File: src/rtl/core_types_pkg.sv
// Shared types for the pipeline hazard controller: FSM state encoding and
// operand-forward select encoding.
package core_types_pkg;

   typedef enum logic [1:0] {
      RUN      = 2'd0,
      FLUSH    = 2'd1,
      MEM_WAIT = 2'd2
   } hazard_state_t;

   typedef enum logic [1:0] {
      FWD_RF  = 2'd0,
      FWD_MEM = 2'd1,
      FWD_WB  = 2'd2
   } fwd_sel_t;

   // MEM result is younger than WB, so it wins when both match.
   function automatic fwd_sel_t fwd_pick(input logic mem_hit, input logic wb_hit);
      if (mem_hit) return FWD_MEM;
      if (wb_hit) return FWD_WB;
      return FWD_RF;
   endfunction

endpackage

File: src/rtl/reg_scoreboard.sv
// Busy-bit scoreboard for in-flight register writers. A set and a clear of
// the same register in one cycle leaves the bit set.
module reg_scoreboard #(
   parameter int NREGS = 32
) (
   input  logic                     clk,
   input  logic                     nReset,
   input  logic                     set_en,
   input  logic [$clog2(NREGS)-1:0] set_idx,
   input  logic                     clr_en,
   input  logic [$clog2(NREGS)-1:0] clr_idx,
   input  logic [$clog2(NREGS)-1:0] rs1,
   input  logic [$clog2(NREGS)-1:0] rs2,
   output logic                     busy_rs1,
   output logic                     busy_rs2
);

   logic [NREGS-1:0] busy_q, busy_d;

   always_comb begin
      busy_d = busy_q;
      if (clr_en) busy_d[clr_idx] = 1'b0;
      if (set_en) busy_d[set_idx] = 1'b1;
   end

   always_ff @(posedge clk or negedge nReset) begin
      if (!nReset) busy_q <= '0;
      else         busy_q <= busy_d;
   end

   assign busy_rs1 = busy_q[rs1];
   assign busy_rs2 = busy_q[rs2];

endmodule

File: src/rtl/pipeline_hazard_ctrl.sv
// Stall / bubble / flush / freeze sequencing for the 5-stage pipe.
// FORWARDING_EN selects load-use detection plus forwarding; otherwise a busy scoreboard.
//
//  state    | meaning
//  RUN      | normal issue, data hazards stall IF/ID
//  FLUSH    | extra flush_id cycles after a redirect
//  MEM_WAIT | data memory access outstanding, pipe frozen
module pipeline_hazard_ctrl
   import core_types_pkg::*;
#(
   parameter int FLUSH_CYCLES = 1,
   parameter int NREGS        = 32
) (
   input  logic                     clk,
   input  logic                     nReset,
   input  logic                     id_valid,
   input  logic [$clog2(NREGS)-1:0] id_rs1,
   input  logic [$clog2(NREGS)-1:0] id_rs2,
   input  logic                     id_use_rs1,
   input  logic                     id_use_rs2,
   input  logic [$clog2(NREGS)-1:0] id_rd,
   input  logic                     id_wreg,
   input  logic [$clog2(NREGS)-1:0] ex_rd,
   input  logic                     ex_wreg,
   input  logic                     ex_isload,
   input  logic [$clog2(NREGS)-1:0] mem_rd,
   input  logic                     mem_wreg,
   input  logic                     mem_access,
   input  logic [$clog2(NREGS)-1:0] wb_rd,
   input  logic                     wb_wreg,
   input  logic                     redirect,
   input  logic                     dmem_ready,
   output logic                     stall_if,
   output logic                     stall_id,
   output logic                     bubble_ex,
   output logic                     flush_id,
   output logic                     freeze,
   output logic [1:0]               fwd_a,
   output logic [1:0]               fwd_b,
   output logic [1:0]               state_o
);

   localparam logic [1:0] FLUSH_LOAD = 2'(FLUSH_CYCLES - 1);

   hazard_state_t state_q;
   logic [1:0]    flush_cnt_q;
   logic          freeze_c;
   logic          hazard_c;
   fwd_sel_t      fwd_a_c, fwd_b_c;

   assign freeze_c = mem_access & ~dmem_ready;

`ifdef FORWARDING_EN
   logic unused_fwd_build;

   assign hazard_c = id_valid & ex_isload & ex_wreg & (|ex_rd) &
                     ((id_use_rs1 & (ex_rd == id_rs1)) | (id_use_rs2 & (ex_rd == id_rs2)));
   assign fwd_a_c  = fwd_pick(mem_wreg & (|mem_rd) & (mem_rd == id_rs1),
                              wb_wreg & (|wb_rd) & (wb_rd == id_rs1));
   assign fwd_b_c  = fwd_pick(mem_wreg & (|mem_rd) & (mem_rd == id_rs2),
                              wb_wreg & (|wb_rd) & (wb_rd == id_rs2));
   assign unused_fwd_build = ^{id_rd, id_wreg};
`else
   logic busy_rs1, busy_rs2, issue_c;
   logic unused_sb_build;

   // An ID instruction only claims its destination once it actually leaves ID.
   assign issue_c = id_valid & id_wreg & (|id_rd) & ~(stall_id | flush_id | freeze);

   reg_scoreboard #(.NREGS(NREGS)) u_sb (
      .clk      (clk),
      .nReset   (nReset),
      .set_en   (issue_c),
      .set_idx  (id_rd),
      .clr_en   (wb_wreg),
      .clr_idx  (wb_rd),
      .rs1      (id_rs1),
      .rs2      (id_rs2),
      .busy_rs1 (busy_rs1),
      .busy_rs2 (busy_rs2)
   );

   assign hazard_c = id_valid & ((id_use_rs1 & busy_rs1) | (id_use_rs2 & busy_rs2));
   assign fwd_a_c  = FWD_RF;
   assign fwd_b_c  = FWD_RF;
   assign unused_sb_build = ^{ex_rd, ex_wreg, ex_isload, mem_rd, mem_wreg};
`endif

   always_comb begin
      stall_if  = 1'b0;
      stall_id  = 1'b0;
      bubble_ex = 1'b0;
      flush_id  = 1'b0;
      freeze    = 1'b0;
      fwd_a     = FWD_RF;
      fwd_b     = FWD_RF;
      if (nReset) begin
         if (freeze_c) begin
            freeze = 1'b1;
         end else begin
            fwd_a = fwd_a_c;
            fwd_b = fwd_b_c;
            if (redirect) begin
               flush_id  = 1'b1;
               bubble_ex = 1'b1;
            end else if (state_q == FLUSH) begin
               flush_id = 1'b1;
            end else if (hazard_c) begin
               stall_if  = 1'b1;
               stall_id  = 1'b1;
               bubble_ex = 1'b1;
            end
         end
      end
   end

   // A redirect held in EX during a freeze is taken on the release cycle.
   always_ff @(posedge clk or negedge nReset) begin
      if (!nReset) begin
         state_q     <= RUN;
         flush_cnt_q <= '0;
      end else begin
         case (state_q)
            RUN: begin
               if (freeze_c) begin
                  state_q <= MEM_WAIT;
               end else if (redirect && FLUSH_CYCLES > 1) begin
                  state_q     <= FLUSH;
                  flush_cnt_q <= FLUSH_LOAD;
               end
            end
            MEM_WAIT: begin
               if (!freeze_c) begin
                  if (redirect && FLUSH_CYCLES > 1) begin
                     state_q     <= FLUSH;
                     flush_cnt_q <= FLUSH_LOAD;
                  end else begin
                     state_q <= RUN;
                  end
               end
            end
            FLUSH: begin
               if (!freeze_c) begin
                  if (redirect) begin
                     flush_cnt_q <= FLUSH_LOAD;
                  end else if (flush_cnt_q == 2'd1) begin
                     state_q     <= RUN;
                     flush_cnt_q <= '0;
                  end else begin
                     flush_cnt_q <= flush_cnt_q - 2'd1;
                  end
               end
            end
            default: state_q <= RUN;
         endcase
      end
   end

   assign state_o = state_q;

endmodule

File: config.mk
export PLATFORM = sky130hd
export DESIGN_NAME = pipeline_hazard_ctrl
export DESIGN_NICKNAME = d
export VERILOG_FILES = /design/src/rtl/core_types_pkg.sv /design/src/rtl/reg_scoreboard.sv /design/src/rtl/pipeline_hazard_ctrl.sv
export SDC_FILE = /design/constraint.sdc
export NUM_CORES = 1
export LEC_CHECK = 0
export ABC_AREA = 1
export CORE_MARGIN = 2
export CORE_UTILIZATION = 48
export DETAILED_ROUTE_END_ITERATION = 10
export PLACE_DENSITY_LB_ADDON = 0.05
export SLEW_MARGIN = 10
export SYNTH_ARGS = -nofsm -noshare
export SYNTH_HDL_FRONTEND = slang
export SYNTH_SLANG_ARGS = --single-unit
File: constraint.sdc
create_clock -name clk -period 5.3 [get_ports clk]
set_input_delay 1.325 -clock clk [delete_from_list [all_inputs] [get_ports clk]]
set_output_delay 1.325 -clock clk [all_outputs]
set_load 0.1 [all_outputs]
==> summary.txt, run 1 <==
Critical path
  • Crit Path Category: in -> out
  • Slowest Stage Delay on Critical Path: 750 ps
  • Crit-path most repeated cell: nand3_1
  • Worst r2r path cells: 12
  • Slowest-stage cell, CP: clkdlybuf4s50_1
  • Req. time, crit path: 3970 ps
  • Origin of the critical flop-to-flop path: u_sb.busy_q[9]
  • Arrival @ worst endpoint: 3580 ps
  • Reg2reg setup slack: 3530 ps
  • CP Launch Point: id_rs1[0]
  • CP startpoint kind: primary input
  • CP Capture Type: output pin
  • R2R Path End: u_sb.busy_q[10]
  • Setup crit end: stall_id
  • Crit path max fanout: 17
  • Crit-path cells: clkdlybuf4s50_1 > inv_4 > nand2_1 > nand3_1 > nand3_1 > nand2_1 > nand2_1 > nand3_1 > nand3_1 > nand2_2 > nand2_4 > nor2_2 > buf_12

STA
  • Fin. max-slew vios: 0
  • PnR worst setup slack: 400.0 ps
  • Fin Setup TNS: 0 ps
  • Final hold vios: 0
  • Clock skew: 5.417 ps
  • Rel. slew slack: 0.3567
  • Final worst-path cycle share: 0.9245
  • Worst-Margin Slew: 961.9 ps
  • Fmax: 204.1 MHz
  • Crit path time final: 4900 ps
  • Setup violators final: 0
  • RSZ-0062 raised after global routing: no

Clock tree
  • Post-CTS resize count: 0
  • Hold-fix buffers, CTS: 0
  • H-tree lvl count: 2
  • Setup Fix Bufs, Post-CTS: 0
  • Root Buffer: clkbuf_8
  • Clock Path Buffers: 2
  • Clk_lat worst skew: 290 ps
  • CTS sink cnt: 33
  • CTS Buf Count: 5
  • Clock-pin slew on the worst setup and hold paths: 60 ps
  • CTS tree: done

Cells and area
  • Layout cells sized above 1: 0.05941
  • Ant. Diodes: 0
  • Synth-to-layout area growth: 17.97%
  • Nets: 446

GRT
  • Number of antenna violations at the first check in global routing: 0
  • GRT overflow: 0
  • Via count of the first global-routing pass: 2260
  • Met1 Use GR: 0.3722
  • First-pass GRT wire length: 10940 um
  • Largest net degree at the start of global routing: 34
  • GRT Util Overall: 0.2594
  • Met3 GRT Util: 0.04233
  • Met2 Usage GRT: 0.4106
  • Most Crowded Layer GR: met2

Placed design
  • Number of port buffers: 35
  • Final GP Congestion: 0.9054
  • Place WS: 428.0 ps
  • Final HPWL DP: 5088 um

Logic synthesis
  • Syn Area/Cell: 6.536 um2
  • Synth warn: 0
  • Sequential area share after synthesis: 0.3369
  • Post-synthesis cell area: 2451 um2
  • Mapped Cells: 375
  • Yosys cell types: 19
  • Synth Register Bits: 33

Die
  • Die X: 75.46 um
  • Initial core utilization: 0.4893
  • Overall die height: 75.46 um
  • Core Area: 5010 um2
  • I/O pins: 54
  • # rows: 26
  • Die area: 5694 um2

Worst hold path
  • Min-Delay Path Class: reg -> reg

Routing
  • Residual DRC: 0
  • Drt total wl: 6815 um
  • Iteration-0 DRC Markers: 155
  • Via density: 5.521
  • Via Count: 2617
  • Final ANT Viol Nets: 0
  • 1st-pass router iterations: 4
  • DR WL/cell: 14.38 um

Power
  • Leak: 1.388 nW
  • Power, Total: 0.7116 mW
  • VDD IR max: 136.6 uV
  • P per Cell Area: 246.1 nW/um2

Status
  • Outcome: completed

Flow run
  • Max Cap Viol: 0
-- state kept, by name (all words and copies together), names as in the netlist --
signal	count
state_o	1
u_sb.busy_q	32
-- cell type report --
class                           count  area [um2]
Multi-Input combinational cell    300        1366
Sequential cell                    33       825.8
Timing Repair Buffer               40       437.9
Clock buffer                        6       72.57
Clock inverter                      2       10.01
Tap cell                           70       87.58
Fill cell                         516        2118
Inverter                           23       91.34
-- cell usage in the layout, fill, tap and decap left out --
| cell | n |
|---|---|
| buf_4 | 5 |
| nand2_4 | 1 |
| buf_12 | 5 |
| clkdlybuf4s50_1 | 30 |
| inv_4 | 2 |
| and2_1 | 1 |
| nand3b_1 | 1 |
| nand3_1 | 72 |
| nand2_1 | 117 |
| clkbuf_8 | 5 |
| nor2_2 | 1 |
| inv_1 | 21 |
| nand2_2 | 2 |
| nor3_1 | 2 |
| clkbuf_1 | 1 |
| conb_1 | 5 |
| dfrtp_1 | 33 |
| o21ai_0 | 31 |
| o21a_1 | 1 |
| nor3_2 | 1 |
| nor2_1 | 34 |
| clkinv_2 | 2 |
| nand4_1 | 31 |
-- critical path, delay by kind of cell --
family / cells / cell delay [ps]
and+or+nand+nor: 10 / 950
buffers and inverters: 3 / 1290
-- logic make-up (layout without fill, tap and decap cells) --
logic type	count (synthesis)	after routing	synth area share
AOI/OAI and AO/OA	32	32	0.06636
other	1	5	0.001530
DFF	33	33	0.3369
buffers and inverters	46	71	0.1149
and+or+nand+nor	263	263	0.4804
-- worst min path at each step --
stage                     cells past startpoint             end           start
after detailed placement                      1  u_sb.busy_q[0]  u_sb.busy_q[0]
final                                         1  u_sb.busy_q[0]  u_sb.busy_q[0]
after floorplan                               1  u_sb.busy_q[0]  u_sb.busy_q[0]
after CTS                                     1  u_sb.busy_q[0]  u_sb.busy_q[0]
after global placement                        1  u_sb.busy_q[0]  u_sb.busy_q[0]
after global routing                          1  u_sb.busy_q[0]  u_sb.busy_q[0]
-- per-layer routing --
layer | share of wire | vias up
met1 | 0.47 | 1189
met5 | 0 | -
met3 | 0.058 | 12
met4 | 0.016 | 0
li1 | - | 1314
met2 | 0.46 | 102
-- through the flow --
stage / instance area [um2] / instances / hold WS (ps) / util
finish: 2892 / 474 / 532.4 / 0.5772
global route: 2892 / 474 / 567.9 / 0.5772
CTS: 2892 / 474 / 537.3 / 0.5772
detailed placement: 2809 / 466 / 519.4 / 0.5607
global placement: 2809 / 466 / 516.9 / 0.5607
floorplan: 2469 / 379 / 480.6 / -
-- synthesized netlist by cell type --
master,number,area share
and2_1,1,0.0026
buf_2,8,0.016
buf_4,8,0.025
buf_6,4,0.018
buf_8,3,0.018
conb_1,1,0.0015
dfrtp_1,33,0.34
inv_1,21,0.032
inv_4,2,0.0051
nand2_1,117,0.18
nand2_2,2,0.0051
nand2_4,1,0.0046
nand3_1,72,0.15
nand3b_1,1,0.0031
nand4_1,31,0.079
nor2_1,35,0.054
nor3_1,3,0.0061
o21a_1,1,0.0031
o21ai_0,31,0.063
-- power by group --
| part | total (mW) | switching (mW) | internal, mW |
|---|---|---|---|
| Sequential | 0.325 | 0.0350 | 0.289 |
| Combinational | 0.205 | 0.131 | 0.0733 |
| Clock | 0.183 | 0.0917 | 0.0909 |
| Total | 0.712 | 0.258 | 0.454 |
No activity file was read; power rests on OpenSTA's default activity.
==> run 2, diff against run 1 <==
Settings changed: ABC_AREA 1 to 0.
==> summary.txt, run 2 <==
Cells and area
  • Most flop-heavy register: u_sb.busy_q
  • Non-filler cells, final: 307 (-35%)
  • Nets: 296 (-34%)
  • Most common cell after layout, fill and taps aside: dfrtp_1
  • Fillers: 415 (-20%)
  • Layout cells sized above 1: 0.2055 (+0.1461)
  • Most frequent cells in the layout: 33 x dfrtp_1, 32 x o21ai_0, 30 x clkdlybuf4s50_1
  • Max FFs per register: 32 (unchanged)
  • Ant. Diodes: 0 (unchanged)
  • Synth-to-layout area growth: 19.98%

STA
  • RSZ-0062 raised after global routing: no
  • Rel. slew slack: 0.2698 (-0.08689)
  • Crit path time final: 5045 ps (+144.7 ps)
  • Final hold vios: 0 (unchanged)
  • Fmax: 198.2 MHz (-2.9%)
  • Fin Setup TNS: 0 ps (unchanged)
  • Fin. max-slew vios: 0 (unchanged)
  • Clock skew: 3.193 ps (-2.225 ps)
  • PnR worst setup slack: 255.3 ps (-144.7 ps)
  • Worst-Margin Slew: 1095 ps (+133.3 ps)
  • Setup violators final: 0 (unchanged)
  • Final worst-path cycle share: 0.9518 (+0.02729)

Die
  • Die area: 5427 um2 (-4.7%)
  • Die X: 73.67 um (-2.4%)
  • Overall die height: 73.67 um (-2.4%)
  • I/O pins: 54 (unchanged)
  • Initial core utilization: 0.4965 (+0.007272)
  • # rows: 25 (-3.8%)
  • Core Area: 4692 um2 (-6.3%)

Routing
  • Final ANT Viol Nets: 0 (unchanged)
  • Iteration-0 DRC Markers: 152 (-1.9%)
  • 1st-pass router iterations: 4 (unchanged)
  • DR WL/cell: 20.10 um (+40%)
  • Residual DRC: 0 (unchanged)
  • Via Count: 1999 (-24%)
  • Via density: 6.511 (+18%)
  • Drt total wl: 6170 um (-9.5%)

Logic synthesis
  • Post-synth EDFFs: 0 (unchanged)
  • Synth top area share: 0.3545 (+0.01755)
  • Top cells by area, synth: dfrtp_1 35%, mux4_1 9.0%, o21ai_2 8.6%
  • Syn Area/Cell: 10.31 um2 (+58%)
  • Post-Synth Simple-Gate Area: 0.1794 (-0.3010)
  • Mapped Cells: 226 (-40%)
  • Largest family of logic cells by synthesized area: multiplexers
  • Synth top cells by count: 33 x dfrtp_1, 32 x o21ai_0, 26 x nand3_1, 23 x o21ai_2
  • Post-synthesis cell area: 2330 um2 (-5.0%)
  • Sequential area share after synthesis: 0.3545 (+0.01755)
  • Synth Register Bits: 33 (unchanged)
  • Portion of netlist area occupied by mux cells: 0.2025 (+0.2025)
  • Async SR Flop Fraction: 1.000 (unchanged)
  • Most frequent cell after synthesis: dfrtp_1
  • Yosys cell types: 35 (+16)
  • Compound-Gate Fraction of Synth Area: 0.1955 (+0.1291)
  • Adder-cell share of the synthesized area: 0 (unchanged)
  • Synth warn: 0 (unchanged)
  • Synth Flop Type: dfrtp_1
  • Cell taking the most area after synthesis: dfrtp_1
  • Post-Synth XOR/XNOR Area: 0 (unchanged)

GRT
  • Number of antenna violations at the first check in global routing: 0 (unchanged)
  • Via count of the first global-routing pass: 1861 (-18%)
  • GRT overflow: 0 (unchanged)
  • First-pass GRT wire length: 9825 um (-10%)
  • Largest net degree at the start of global routing: 36 (+5.9%)
  • GRT Util Overall: 0.2460 (-0.01336)

Clock tree
  • H-tree lvl count: 2 (unchanged)
  • CTS sink cnt: 33 (unchanged)
  • Clock Path Buffers: 2 (unchanged)
  • CTS tree: done
  • Hold-fix buffers, CTS: 0 (unchanged)
  • Clock-pin slew on the worst setup and hold paths: 70 ps (about the same)
  • Root Buffer: clkbuf_8
  • Clk_lat worst skew: 290 ps (about the same)
  • Post-CTS resize count: 0 (unchanged)
  • Setup Fix Bufs, Post-CTS: 0 (unchanged)
  • CTS Buf Count: 5 (unchanged)

Placed design
  • Place WS: 228.3 ps (-199.7 ps)
  • Final HPWL DP: 4231 um (-17%)
  • Placed Cells: 300 (-36%)
  • Number of port buffers: 35 (unchanged)
  • Final GP Congestion: 0.7951 (-12%)

Critical path
  • Reg2reg setup slack: 3120 ps (-410 ps)
  • Setup crit end: stall_if
  • Arrival @ worst endpoint: 3720 ps (+140 ps)
  • Crit path max fanout: 7 (-10)
  • CP startpoint kind: primary input
  • Worst r2r path cells: 6 (-6)
  • Origin of the critical flop-to-flop path: u_sb.busy_q[26]
  • Req. time, crit path: 3970 ps (about the same)
  • CP Capture Type: output pin
  • CP Launch Point: id_rs1[1]
  • R2R Path End: u_sb.busy_q[31]
  • Crit Path Category: in -> out

Worst hold path
  • Min-Delay Path Class: reg -> reg

Flow run
  • Max Cap Viol: 0 (unchanged)

Power
  • Leak: 1.149 nW (-17%)
  • VDD IR max: 147.8 uV (+8.2%)
  • Power, Total: 0.7248 mW (+1.9%)
  • P per Cell Area: 259.3 nW/um2 (+5.4%)

Status
  • Outcome: completed
[run 2: changes by cell type after synthesis, sizes merged, moves of 3 or more]
| cell | before | now |
|---|---|---|
| nand2 | 120 | 5 |
| nand3 | 72 | 26 |
| o21ai | 31 | 62 |
| nor2 | 35 | 6 |
| nand4 | 31 | 10 |
| inv | 23 | 3 |
| mux4 | 0 | 16 |
| clkbuf | 0 | 10 |
| buf | 23 | 14 |
| mux2i | 0 | 7 |
| nor2b | 0 | 7 |
| nand3b | 1 | 5 |
| nor3b | 0 | 3 |
[run 2: how the worst min path moves through the flow]
stage | cells after the start | from | to
floorplan | 1 | u_sb.busy_q[0] | u_sb.busy_q[0]
global placement | 1 | u_sb.busy_q[0] | u_sb.busy_q[0]
detailed placement | 1 | u_sb.busy_q[0] | u_sb.busy_q[0]
CTS | 1 | u_sb.busy_q[0] | u_sb.busy_q[0]
global route | 1 | u_sb.busy_q[0] | u_sb.busy_q[0]
finish | 1 | u_sb.busy_q[0] | u_sb.busy_q[0]
[run 2: layer usage]
layer / share of wire / vias up / GRT usage
met4: 0.015 / 0 / 0.08081
met1: 0.43 / 965 / 0.3723
met2: 0.45 / 110 / 0.3522
li1: - / 912 / -
met5: 0 / - / 0
met3: 0.10 / 12 / 0.05213
[run 2: logic make-up (layout without fill, tap and decap cells)]
logic type | after synthesis | after routing
other cells | 1 | 5
mux | 24 | 24
buf+inv | 27 | 50
flops | 33 | 33
simple gates | 73 | 73
compound gates | 68 | 68
[run 2: area by class of cell]
cell class                 count  area [um2]  area share
sequential                    33       825.8      0.2954
inverter                       3       11.26    0.004029
timing repair buffer          40       437.9      0.1567
tap                           54       67.56     0.02417
multi-input combinational    170        1366      0.4888
clock buffer                   7       86.33     0.03089
[run 2: worst max-delay path, stage by stage]
cell	delay, ps
clkdlybuf4s50_1	740
mux4_1	620
mux2_2	280
a2bb2oi_1	160
a22o_4	240
nor2b_2	190
buf_12	170
[run 2: through the flow]
step	hold WS, ps	area [um2]	util
floorplan	467.6	2347	-
global placement	499.4	2709	0.5773
detailed placement	499.9	2709	0.5773
CTS	517.0	2795	0.5957
global route	527.5	2795	0.5957
finish	516.1	2795	0.5957
[run 2: power by group]
part	switching, mW	internal (mW)	leakage (nW)
clock network	0.0910	0.103	0.0443
logic	0.116	0.0979	0.666
registers	0.0266	0.290	0.439
==> run 3, diff against run 2 <==
Settings changed: CAP_MARGIN set to 0, CTS_CLUSTER_DIAMETER set to 120.
==> results of run 3 <==
Same layout as run 2: the final DEF is identical, and so are final timing and power.
